## config.mk

```make
export PLATFORM = sky130hd
export DESIGN_NAME = uart
export DESIGN_NICKNAME = d
export VERILOG_FILES = /design/src/rtl/uart.sv
export SDC_FILE = /design/constraint.sdc
export NUM_CORES = 1
export LEC_CHECK = 0
export ABC_AREA = 1
export CAP_MARGIN = 10
export CORE_ASPECT_RATIO = 1.2
export CORE_MARGIN = 2
export CORE_UTILIZATION = 45
export DETAILED_ROUTE_END_ITERATION = 16
export PLACE_DENSITY_LB_ADDON = 0.2
export SYNTH_ARGS = -nofsm -noshare
export SYNTH_HDL_FRONTEND = slang
export SYNTH_SLANG_ARGS = --single-unit
```

## constraint.sdc

```tcl
create_clock -name clk -period 4.1 [get_ports clk]
set_input_delay 0.82 -clock clk [delete_from_list [all_inputs] [get_ports clk]]
set_output_delay 0.82 -clock clk [all_outputs]
set_load 0.01 [all_outputs]
```

## src/rtl/uart.sv

```systemverilog
// 8N1 UART: independent transmitter and receiver with a 2-flop rxd synchronizer.
// Scan ports are placeholders that DFT insertion stitches; they carry no function here.
module uart #(
  parameter int unsigned CLKS_PER_BIT = 16
) (
  input  logic       clk,
  input  logic       reset,
  input  logic       scan_in0,
  input  logic       scan_in1,
  input  logic       scan_in2,
  input  logic       scan_in3,
  input  logic       scan_in4,
  input  logic       scan_enable,
  input  logic       test_mode,
  output logic       scan_out0,
  output logic       scan_out1,
  output logic       scan_out2,
  output logic       scan_out3,
  output logic       scan_out4,
  input  logic       rxd,
  output logic       txd,
  input  logic [7:0] tx_data,
  input  logic       tx_valid,
  output logic       tx_ready,
  output logic [7:0] rx_data,
  output logic       rx_valid,
  output logic       rx_frame_err
);

  localparam int unsigned CNT_W = $clog2(CLKS_PER_BIT);
  localparam logic [CNT_W-1:0] BIT_END  = CNT_W'(CLKS_PER_BIT - 1);
  localparam logic [CNT_W-1:0] HALF_END = CNT_W'(CLKS_PER_BIT / 2 - 1);

  typedef enum logic [1:0] {TX_IDLE, TX_START, TX_DATA, TX_STOP} tx_state_e;
  typedef enum logic [2:0] {RX_IDLE, RX_START, RX_DATA, RX_STOP, RX_WAIT_IDLE} rx_state_e;

  logic unused_scan;
  assign unused_scan = ^{scan_in0, scan_in1, scan_in2, scan_in3, scan_in4, scan_enable, test_mode};

  assign scan_out0 = 1'b0;
  assign scan_out1 = 1'b0;
  assign scan_out2 = 1'b0;
  assign scan_out3 = 1'b0;
  assign scan_out4 = 1'b0;

  tx_state_e        tx_state_q;
  logic [CNT_W-1:0] tx_cnt_q;
  logic [2:0]       tx_bit_q;
  logic [7:0]       tx_shift_q;
  logic             txd_q;
  logic             tx_ready_q;

  assign txd      = txd_q;
  assign tx_ready = tx_ready_q;

  // Transmitter: txd and tx_ready are registered so reset forces them high at once.
  always_ff @(posedge clk or negedge reset) begin
    if (!reset) begin
      tx_state_q <= TX_IDLE;
      tx_cnt_q   <= '0;
      tx_bit_q   <= '0;
      tx_shift_q <= '0;
      txd_q      <= 1'b1;
      tx_ready_q <= 1'b1;
    end else begin
      case (tx_state_q)
        TX_IDLE: begin
          if (tx_valid && tx_ready_q) begin
            tx_state_q <= TX_START;
            tx_shift_q <= tx_data;
            tx_cnt_q   <= '0;
            txd_q      <= 1'b0;
            tx_ready_q <= 1'b0;
          end
        end
        TX_START: begin
          tx_cnt_q <= tx_cnt_q + CNT_W'(1);
          if (tx_cnt_q == BIT_END) begin
            tx_state_q <= TX_DATA;
            tx_cnt_q   <= '0;
            tx_bit_q   <= '0;
            txd_q      <= tx_shift_q[0];
          end
        end
        TX_DATA: begin
          tx_cnt_q <= tx_cnt_q + CNT_W'(1);
          if (tx_cnt_q == BIT_END) begin
            tx_cnt_q <= '0;
            if (tx_bit_q == 3'd7) begin
              tx_state_q <= TX_STOP;
              txd_q      <= 1'b1;
            end else begin
              tx_bit_q   <= tx_bit_q + 3'd1;
              tx_shift_q <= {1'b0, tx_shift_q[7:1]};
              txd_q      <= tx_shift_q[1];
            end
          end
        end
        TX_STOP: begin
          tx_cnt_q <= tx_cnt_q + CNT_W'(1);
          if (tx_cnt_q == BIT_END) begin
            tx_state_q <= TX_IDLE;
            tx_cnt_q   <= '0;
            tx_ready_q <= 1'b1;
          end
        end
        default: tx_state_q <= TX_IDLE;
      endcase
    end
  end

  rx_state_e        rx_state_q;
  logic [CNT_W-1:0] rx_cnt_q;
  logic [2:0]       rx_bit_q;
  logic [7:0]       rx_shift_q;
  logic [7:0]       rx_data_q;
  logic             rx_valid_q;
  logic             rx_ferr_q;
  logic             rx_s1_q;
  logic             rx_s2_q;
  logic             rx_prev_q;

  assign rx_data      = rx_data_q;
  assign rx_valid     = rx_valid_q;
  assign rx_frame_err = rx_ferr_q;

  // Receiver: start edge, half-bit re-check, then centre sampling every bit period.
  always_ff @(posedge clk or negedge reset) begin
    if (!reset) begin
      rx_state_q <= RX_IDLE;
      rx_cnt_q   <= '0;
      rx_bit_q   <= '0;
      rx_shift_q <= '0;
      rx_data_q  <= '0;
      rx_valid_q <= 1'b0;
      rx_ferr_q  <= 1'b0;
      rx_s1_q    <= 1'b1;
      rx_s2_q    <= 1'b1;
      rx_prev_q  <= 1'b1;
    end else begin
      rx_s1_q    <= rxd;
      rx_s2_q    <= rx_s1_q;
      rx_prev_q  <= rx_s2_q;
      rx_valid_q <= 1'b0;
      rx_ferr_q  <= 1'b0;
      case (rx_state_q)
        RX_IDLE: begin
          if (rx_prev_q && !rx_s2_q) begin
            rx_state_q <= RX_START;
            rx_cnt_q   <= '0;
          end
        end
        RX_START: begin
          rx_cnt_q <= rx_cnt_q + CNT_W'(1);
          if (rx_cnt_q == HALF_END) begin
            rx_cnt_q   <= '0;
            rx_bit_q   <= '0;
            rx_state_q <= rx_s2_q ? RX_IDLE : RX_DATA;
          end
        end
        RX_DATA: begin
          rx_cnt_q <= rx_cnt_q + CNT_W'(1);
          if (rx_cnt_q == BIT_END) begin
            rx_cnt_q   <= '0;
            rx_shift_q <= {rx_s2_q, rx_shift_q[7:1]};
            rx_bit_q   <= rx_bit_q + 3'd1;
            if (rx_bit_q == 3'd7) rx_state_q <= RX_STOP;
          end
        end
        RX_STOP: begin
          rx_cnt_q <= rx_cnt_q + CNT_W'(1);
          if (rx_cnt_q == BIT_END) begin
            rx_cnt_q  <= '0;
            rx_data_q <= rx_shift_q;
            if (rx_s2_q) begin
              rx_valid_q <= 1'b1;
              rx_state_q <= RX_IDLE;
            end else begin
              rx_ferr_q  <= 1'b1;
              rx_state_q <= RX_WAIT_IDLE;
            end
          end
        end
        RX_WAIT_IDLE: begin
          if (rx_s2_q) rx_state_q <= RX_IDLE;
        end
        default: rx_state_q <= RX_IDLE;
      endcase
    end
  end

endmodule

```

Word-level counts from Yosys, hierarchy flattened:

Cells that the tools add are included.

* $add $sub $neg: 4
* equal/unequal tests: 24
* muxes and demuxes: 46
* reductions and logical operators: 23

Operators by type and width (number)
* $mux 3: 12
* $mux 8: 3
* $ne 2x2->1 const B: 12
* $mux 4: 5
* $pmux 8 s2: 1
* $pmux 3 s5: 1
* $mux 2: 6
* $pmux 3 s2: 2
* $pmux 4 s3: 1
* $reduce_and 4->1: 3
* $mux 1: 11
* $eq 3x3->1 const B: 3
* $add 4x1->4 const B: 2
* $eq 4x4->1 const B: 2
* $pmux 2 s4: 1
* $pmux 4 s2: 1
* $reduce_bool 2->1: 4
* $add 3x1->3 const B: 2
* $eq 3x2->1 const B: 2
* $reduce_and 2->1: 3
* $reduce_and 3->1: 2
* $reduce_and 6->1: 1
* $reduce_bool 3->1: 2
* $reduce_and 5->1: 1
* 12 further kinds: 14

* flip-flop bits (word level): 50
* input port bits: 19
* output and inout port bits: 17
* logic and storage cells: 113

Depth between registers and ports, before layout:

Gate-level depths: netlist (run 1).

* word-level depth: 4
* depth in mapped cells: 10
* mapped depth without buffers: 9

Worst setup path before layout (run 1):

No wires, ideal clock.

* path kind: input port to flip-flop
* from: input port tx_valid
* to: register tx_shift_q[5]
* library setup time: 122 ps
* arrival time: 1442 ps
* required time: 3978 ps
* setup slack: 2536 ps
* stages: 6
* buffers on the path: 1
* cell sequence: nand2_1 nand2_2 nand4_4 buf_6 nand2_1 o21ai_2

* cells in the longest elaborated chain, start to end: 3

Ends and longest elaborated chain
* from (decl): RTL line 23 `input logic tx_valid,`
* $logic_and 1x1->1: RTL line 68 `if (tx_valid && tx_ready_q) begin`
* $ne 2x2->1 (no line)
* $reduce_and 4->1 (no line)
* to (signal assigned): RTL line 70 `tx_shift_q <= tx_data;`
* to (signal assigned): RTL line 94 `tx_shift_q <= {1'b0, tx_shift_q[7:1]};`
* to (decl): RTL line 49 `logic [7:0] tx_shift_q;`

No other way between the ends.
A chain may end at the register's enable or synchronous reset.

Final worst setup path (run 1):

* from: register tx_ready_q, in the netlist tx_ready
* to: output port tx_ready

RTL lines
* from (decl): RTL line 51 `logic tx_ready_q;`
* from (signal assigned): RTL line 64 `tx_ready_q <= 1'b1;`
* from (signal assigned): RTL line 73 `tx_ready_q <= 1'b0;`
* from (signal assigned): RTL line 104 `tx_ready_q <= 1'b1;`
* to (decl): RTL line 24 `output logic tx_ready,`

No word-level cell between the ends.

==> results.sh, run 1 <==
export IMPL_start_util=0.458
export IMPL_placed_cells=354
export IMPL_hold_buffers=0
export IMPL_synth_area_leaders="dfrtp_1, nand2_1, ha_1"
export IMPL_die_w_um=72.6
export IMPL_cp_required_ps=3280
export IMPL_clk_path_buf_depth=2
export IMPL_ios=36
export IMPL_status="complete, no violations"
export IMPL_hold_viol=0
export IMPL_max_cap_violations=0
export IMPL_rows=30
export IMPL_post_cts_buffers=0
export IMPL_clk_pin_slew_ps=90
export IMPL_drive_above_1_share=0.178
export IMPL_yosysTopAreaCell="dfrtp_1"
export IMPL_critPathLaunchType="flip-flop"
export IMPL_dr_pass1_iters=4
export IMPL_slew_viol_final=0
export IMPL_powerDensity_nw_per_um2=389
export IMPL_fmax_mhz=456
export IMPL_crit_slowest_cell="dfstp_2"
export IMPL_cts_resized=0
export IMPL_p_comb_frac=0.198
export IMPL_synth_top_cell_area_share=0.443
export IMPL_finalCritPeriodShare=0.535
export IMPL_ys_seq_area_frac=0.494
export IMPL_io_buffers=23
export IMPL_viasPerCell=4.93
export IMPL_clock_latency_ps=300
export IMPL_wl_per_cell_um=11.4
export IMPL_seq_power_share=0.500
export IMPL_yosysUniqueCellTypes=31
export IMPL_max_stage_delay_ps=550
export IMPL_cp_cell_sequence="clkdlybuf4s50_1"
export IMPL_fin_cells=362
export IMPL_finalPower_mw=1.13
export IMPL_syn_area_um2=2540
export IMPL_p_sw_mw=0.337
export IMPL_overflow=0
export IMPL_setup_violations=0
export IMPL_critPathBufInv=1
export IMPL_synth_area_per_cell_um2=9.39
export IMPL_path_class="reg2out"
export IMPL_n_antenna_cell=0
export IMPL_grt_setup_unrepaired="false"
export IMPL_htree_levels=2
export IMPL_power_leakage_nw=1.37
export IMPL_maxSlewHeadroom=0.535
export IMPL_nFillCells=529
export IMPL_skew_ps=6.79
export IMPL_fin_tns_setup_ps=0
export IMPL_clock_sinks=50
export IMPL_ys_ff_latch=50
export IMPL_critPathTopFamily="flip-flops"
export IMPL_final_net_count=328
export IMPL_p_int_mw=0.789
export IMPL_gp_congestion=0.816
export IMPL_synth_edf_count=0
export IMPL_grt_pass1_wl_mm=7.31
export IMPL_syn_inst=271
export IMPL_die_area_um2=6270
export IMPL_routed_wl_mm=4.14
export IMPL_async_flop_share=1.00
export IMPL_cts_tree="yes"
export IMPL_core_um2=5560
export IMPL_drc_errors=0
export IMPL_antenna_found_initial=0
export IMPL_clock_root_buffer="clkbuf_8"
export IMPL_tightest_slew_ps=698
export IMPL_crit_arrival_ps=1370
export IMPL_synth_ff_type="dfrtp_1"
export IMPL_cts_buffers=5
export IMPL_vdd_drop_max_mv=0.231
export IMPL_syn_to_final_growth_pct=13.9
export IMPL_sw_frac_of_total=0.299
export IMPL_ant_nets=0
export IMPL_vias=1783
export IMPL_gr_usage_all_layers=0.147
export IMPL_critPathMaxFanout=3
export IMPL_grt_pass1_vias=1698
export IMPL_dp_hpwl_mm=2.99
export IMPL_drt_initial_drc_count=66
export IMPL_grt_max_degree=32
export IMPL_period_needed_ps=2190
export IMPL_pwr_share_clk=0.302
export IMPL_hold_class="reg2reg"
export IMPL_end_kind="output port"
export IMPL_yosysWarnings=0
export IMPL_die_h_um=86.4
[synth_stat cells, types with 2 or more instances]
cell type	n
o21ai_1	2
nand3_1	14
o21ai_0	18
buf_6	4
inv_2	5
mux2i_1	7
dfstp_2	5
nor2_1	13
ha_1	12
nand2_1	72
nor2_2	5
xor2_1	3
inv_1	24
a21oi_1	3
o21ai_2	16
dfrtp_1	45
o21a_1	2
nand2_2	4
buf_4	5
[power by group through the flow]
stage | logic (mW) | registers [mW] | clock network, mW
3_5_place_dp | 0.227 | 0.572 | 0
5_1_grt | 0.255 | 0.568 | 0.377
4_1_cts | 0.228 | 0.562 | 0.353
3_3_place_gp | 0.223 | 0.571 | 0
6_report | 0.223 | 0.563 | 0.340
2_1_floorplan | 0.174 | 0.566 | 0
[layout make-up]
| type | instances | area (um^2) | share of cell area |
|---|---|---|---|
| clock inverters | 3 | 40.0 | 0.0138 |
| repair buffers | 24 | 233 | 0.0803 |
| inverters | 29 | 109 | 0.0376 |
| well taps | 64 | 80.1 | 0.0276 |
| clock buffers | 5 | 68.8 | 0.0237 |
| multi-input cells | 187 | 1110 | 0.383 |
| flip-flops and latches | 50 | 1260 | 0.434 |
[worst paths after layout]
kind,from,end,slack [ps],depth (start not counted)
max in group asynchronous,reset,rx_prev_q,2750,2
min in group asynchronous,reset,tx_cnt_q[2],560,1
setup reg to reg,tx_state_q[0],tx_shift_q[0],2020,7
hold / removal,rx_s1_q,rx_s2_q,360,0
setup / recovery,tx_ready,tx_ready,1910,1
hold reg to reg,rx_s1_q,rx_s2_q,360,0
[metal layers]
| metal | vias to the layer above | wire (um) | global-route usage |
|---|---|---|---|
| met2 | 27 | 2040 | 0.236 |
| met1 | 840 | 1910 | 0.190 |
| li1 | 910 | - | - |
| met3 | 6 | 138 | 0.0349 |
| met5 | - | 0 | 0 |
| met4 | 0 | 51 | 0.0640 |
[logic make-up (layout without fill, tap and decap cells)]
family | count (synthesis) | after routing | synth area share
other | 1 | 5 | 0.00147
adder cells (fa/ha/maj) | 12 | 12 | 0.0590
AND/OR/NAND/NOR | 115 | 115 | 0.214
buffers and inverters | 38 | 61 | 0.0753
multiplexers | 7 | 7 | 0.0275
XOR/XNOR | 3 | 3 | 0.0103
AO/OA/AOI/OAI | 45 | 45 | 0.118
flip-flops | 50 | 50 | 0.494
[flip-flops by register name, summed over array words and instances, names as in the netlist]
register	flops
rx_bit_q	3
rx_cnt_q	4
rx_data	8
rx_frame_err	1
rx_prev_q	1
rx_s1_q	1
rx_s2_q	1
rx_shift_q	8
rx_state_q	3
rx_valid	1
tx_bit_q	3
tx_cnt_q	4
tx_ready	1
tx_shift_q	8
tx_state_q	2
txd	1
[through the flow]
stage               area [um^2]  worst slack, ps  hold WS, ps   util
finish                     2900             1910          360  0.522
global route               2900             1790          365  0.522
CTS                        2900             1890          360  0.522
detailed placement         2790             1930          347  0.502
global placement           2790             1930          346  0.502
floorplan                  2560             2540          345      -
[cells in the final DEF (no fill, tap or decap)]
cell,synthesis,routed
mux2i_1,7,7
dfrtp_1,45,45
clkbuf_8,0,5
xor2_1,3,3
o21a_1,2,2
nand3_4,1,1
inv_1,24,24
buf_2,0,1
or2_4,1,1
nor2_4,1,1
o22ai_1,1,1
ha_1,12,12
nand3_2,1,1
a21oi_2,1,1
bufinv_16,0,1
nor2_1,13,13
nand4_4,1,1
a21oi_1,3,3
conb_1,1,5
buf_4,5,1
clkdlybuf4s50_1,0,22
clkinv_2,0,2
nand3_1,14,14
nand2_1,72,72
nor2_2,5,5
nor2_8,1,1
o21ai_1,2,2
dfstp_2,5,5
o21ai_0,18,18
o211ai_1,1,1
nor3_2,1,1
inv_2,5,5
a21boi_0,1,1
o21ai_2,16,16
nand2_2,4,4
No activity file was read; power rests on OpenSTA's default activity.
==> inputs of run 2 (changes only) <==
clock period = 1.75 ns   (was 4.1 ns; I/O delays follow)
==> results.sh, run 2 (same netlist as run 1, synthesis figures left out) <==
export IMPL_status="complete, no violations"
export IMPL_cp_required_ps=1400
export IMPL_clk_pin_slew_ps=100
export IMPL_setup_violations=0
export IMPL_critPathTopFamily="buffers and inverters"
export IMPL_final_cell_mix="nand2_1, dfrtp_1, inv_1"
export IMPL_htree_levels=2
export IMPL_finalCritPeriodShare=0.904
export IMPL_n_antenna_cell=0
export IMPL_finalPower_mw=2.57
export IMPL_viasPerCell=4.87
export IMPL_gp_congestion=0.837
export IMPL_vias=1788
export IMPL_ant_nets=0
export IMPL_skew_ps=5.92
export IMPL_critPathMaxFanout=2
export IMPL_clock_root_buffer="clkbuf_8"
export IMPL_cts_resized=0
export IMPL_hold_buffers=0
export IMPL_hold_viol=0
export IMPL_slew_viol_final=0
export IMPL_die_w_um=72.6
export IMPL_power_leakage_nw=1.43
export IMPL_crit_arrival_ps=1230
export IMPL_r2r_setup_slack_ps=180
export IMPL_drc_errors=0
export IMPL_grt_setup_unrepaired="false"
export IMPL_cp_cell_sequence="clkdlybuf4s50_1"
export IMPL_placed_cells=359
export IMPL_grt_pass1_wl_mm=7.52
export IMPL_cts_tree="yes"
export IMPL_path_class="reg2out"
export IMPL_powerDensity_nw_per_um2=872
export IMPL_routed_wl_mm=4.10
export IMPL_post_cts_buffers=0
export IMPL_vdd_drop_max_mv=0.568
export IMPL_dr_pass1_iters=4
export IMPL_drt_initial_drc_count=49
export IMPL_gr_usage_all_layers=0.147
export IMPL_antenna_found_initial=0
export IMPL_max_stage_delay_ps=540
export IMPL_period_needed_ps=1580
export IMPL_hold_class="in2async"
export IMPL_ios=36
export IMPL_wl_per_cell_um=11.2
export IMPL_fin_tns_setup_ps=0
export IMPL_clk_path_buf_depth=2
export IMPL_drive_above_1_share=0.195
export IMPL_fmax_mhz=632
export IMPL_core_um2=5560
export IMPL_start_util=0.458
export IMPL_grt_max_degree=51
export IMPL_final_net_count=333
export IMPL_rows=30
export IMPL_final_common_cell="nand2_1"
export IMPL_die_h_um=86.4
export IMPL_fin_cells=367
export IMPL_end_kind="output port"
export IMPL_critPathBufInv=1
export IMPL_critPathLaunchType="flip-flop"
export IMPL_dp_hpwl_mm=2.97
export IMPL_cts_buffers=5
export IMPL_crit_slowest_cell="clkdlybuf4s50_1"
export IMPL_grt_pass1_vias=1721
export IMPL_overflow=0
export IMPL_syn_to_final_growth_pct=15.7
export IMPL_clock_sinks=50
export IMPL_io_buffers=23
export IMPL_clock_latency_ps=300
export IMPL_max_cap_violations=0
export IMPL_die_area_um2=6270
[run 2: layout make-up]
class | instances | area, um^2
flip-flops and latches | 50 | 1260
fillers | 511 | 2610
repair buffers | 29 | 288
clock inverters | 3 | 28.8
inverters | 29 | 109
well taps | 64 | 80.1
multi-input cells | 187 | 1110
clock buffers | 5 | 68.8
[run 2: final timing paths]
path                                 end  cells after the start        start
max                           rx_data[0]                      1   rx_data[0]
min                        tx_shift_q[0]                      2        reset
max reg2reg                tx_shift_q[7]                      6  tx_bit_q[0]
min reg2reg                      rx_s2_q                      0      rx_s1_q
max in group asynchronous      rx_prev_q                      2        reset
min in group clk                 rx_s2_q                      0      rx_s1_q
[run 2: metal layers]
layer  routed length (um)  global-route usage  up-vias  share of wire
met2                 2080               0.242       22           0.51
met4                    0              0.0303        0              0
met3                  115              0.0291        0          0.028
met5                    0                   0        -              0
li1                     -                   -      917              -
met1                 1910               0.202      849           0.46
[run 2: metrics by stage]
step	hold slack, ps	setup WS [ps]	util	cell area, um^2
detailed placement	347	153	0.511	2840
global placement	346	169	0.511	2840
finish	20.2	168	0.530	2940
global route	36.5	43.8	0.530	2940
floorplan	54.4	230	-	2560
CTS	22.9	18.3	0.529	2940
[run 2: report_power, final]
group,total [mW],switching [mW],internal [mW]
clock,0.716,0.416,0.300
combinational,0.530,0.337,0.194
sequential,1.32,0.0825,1.24
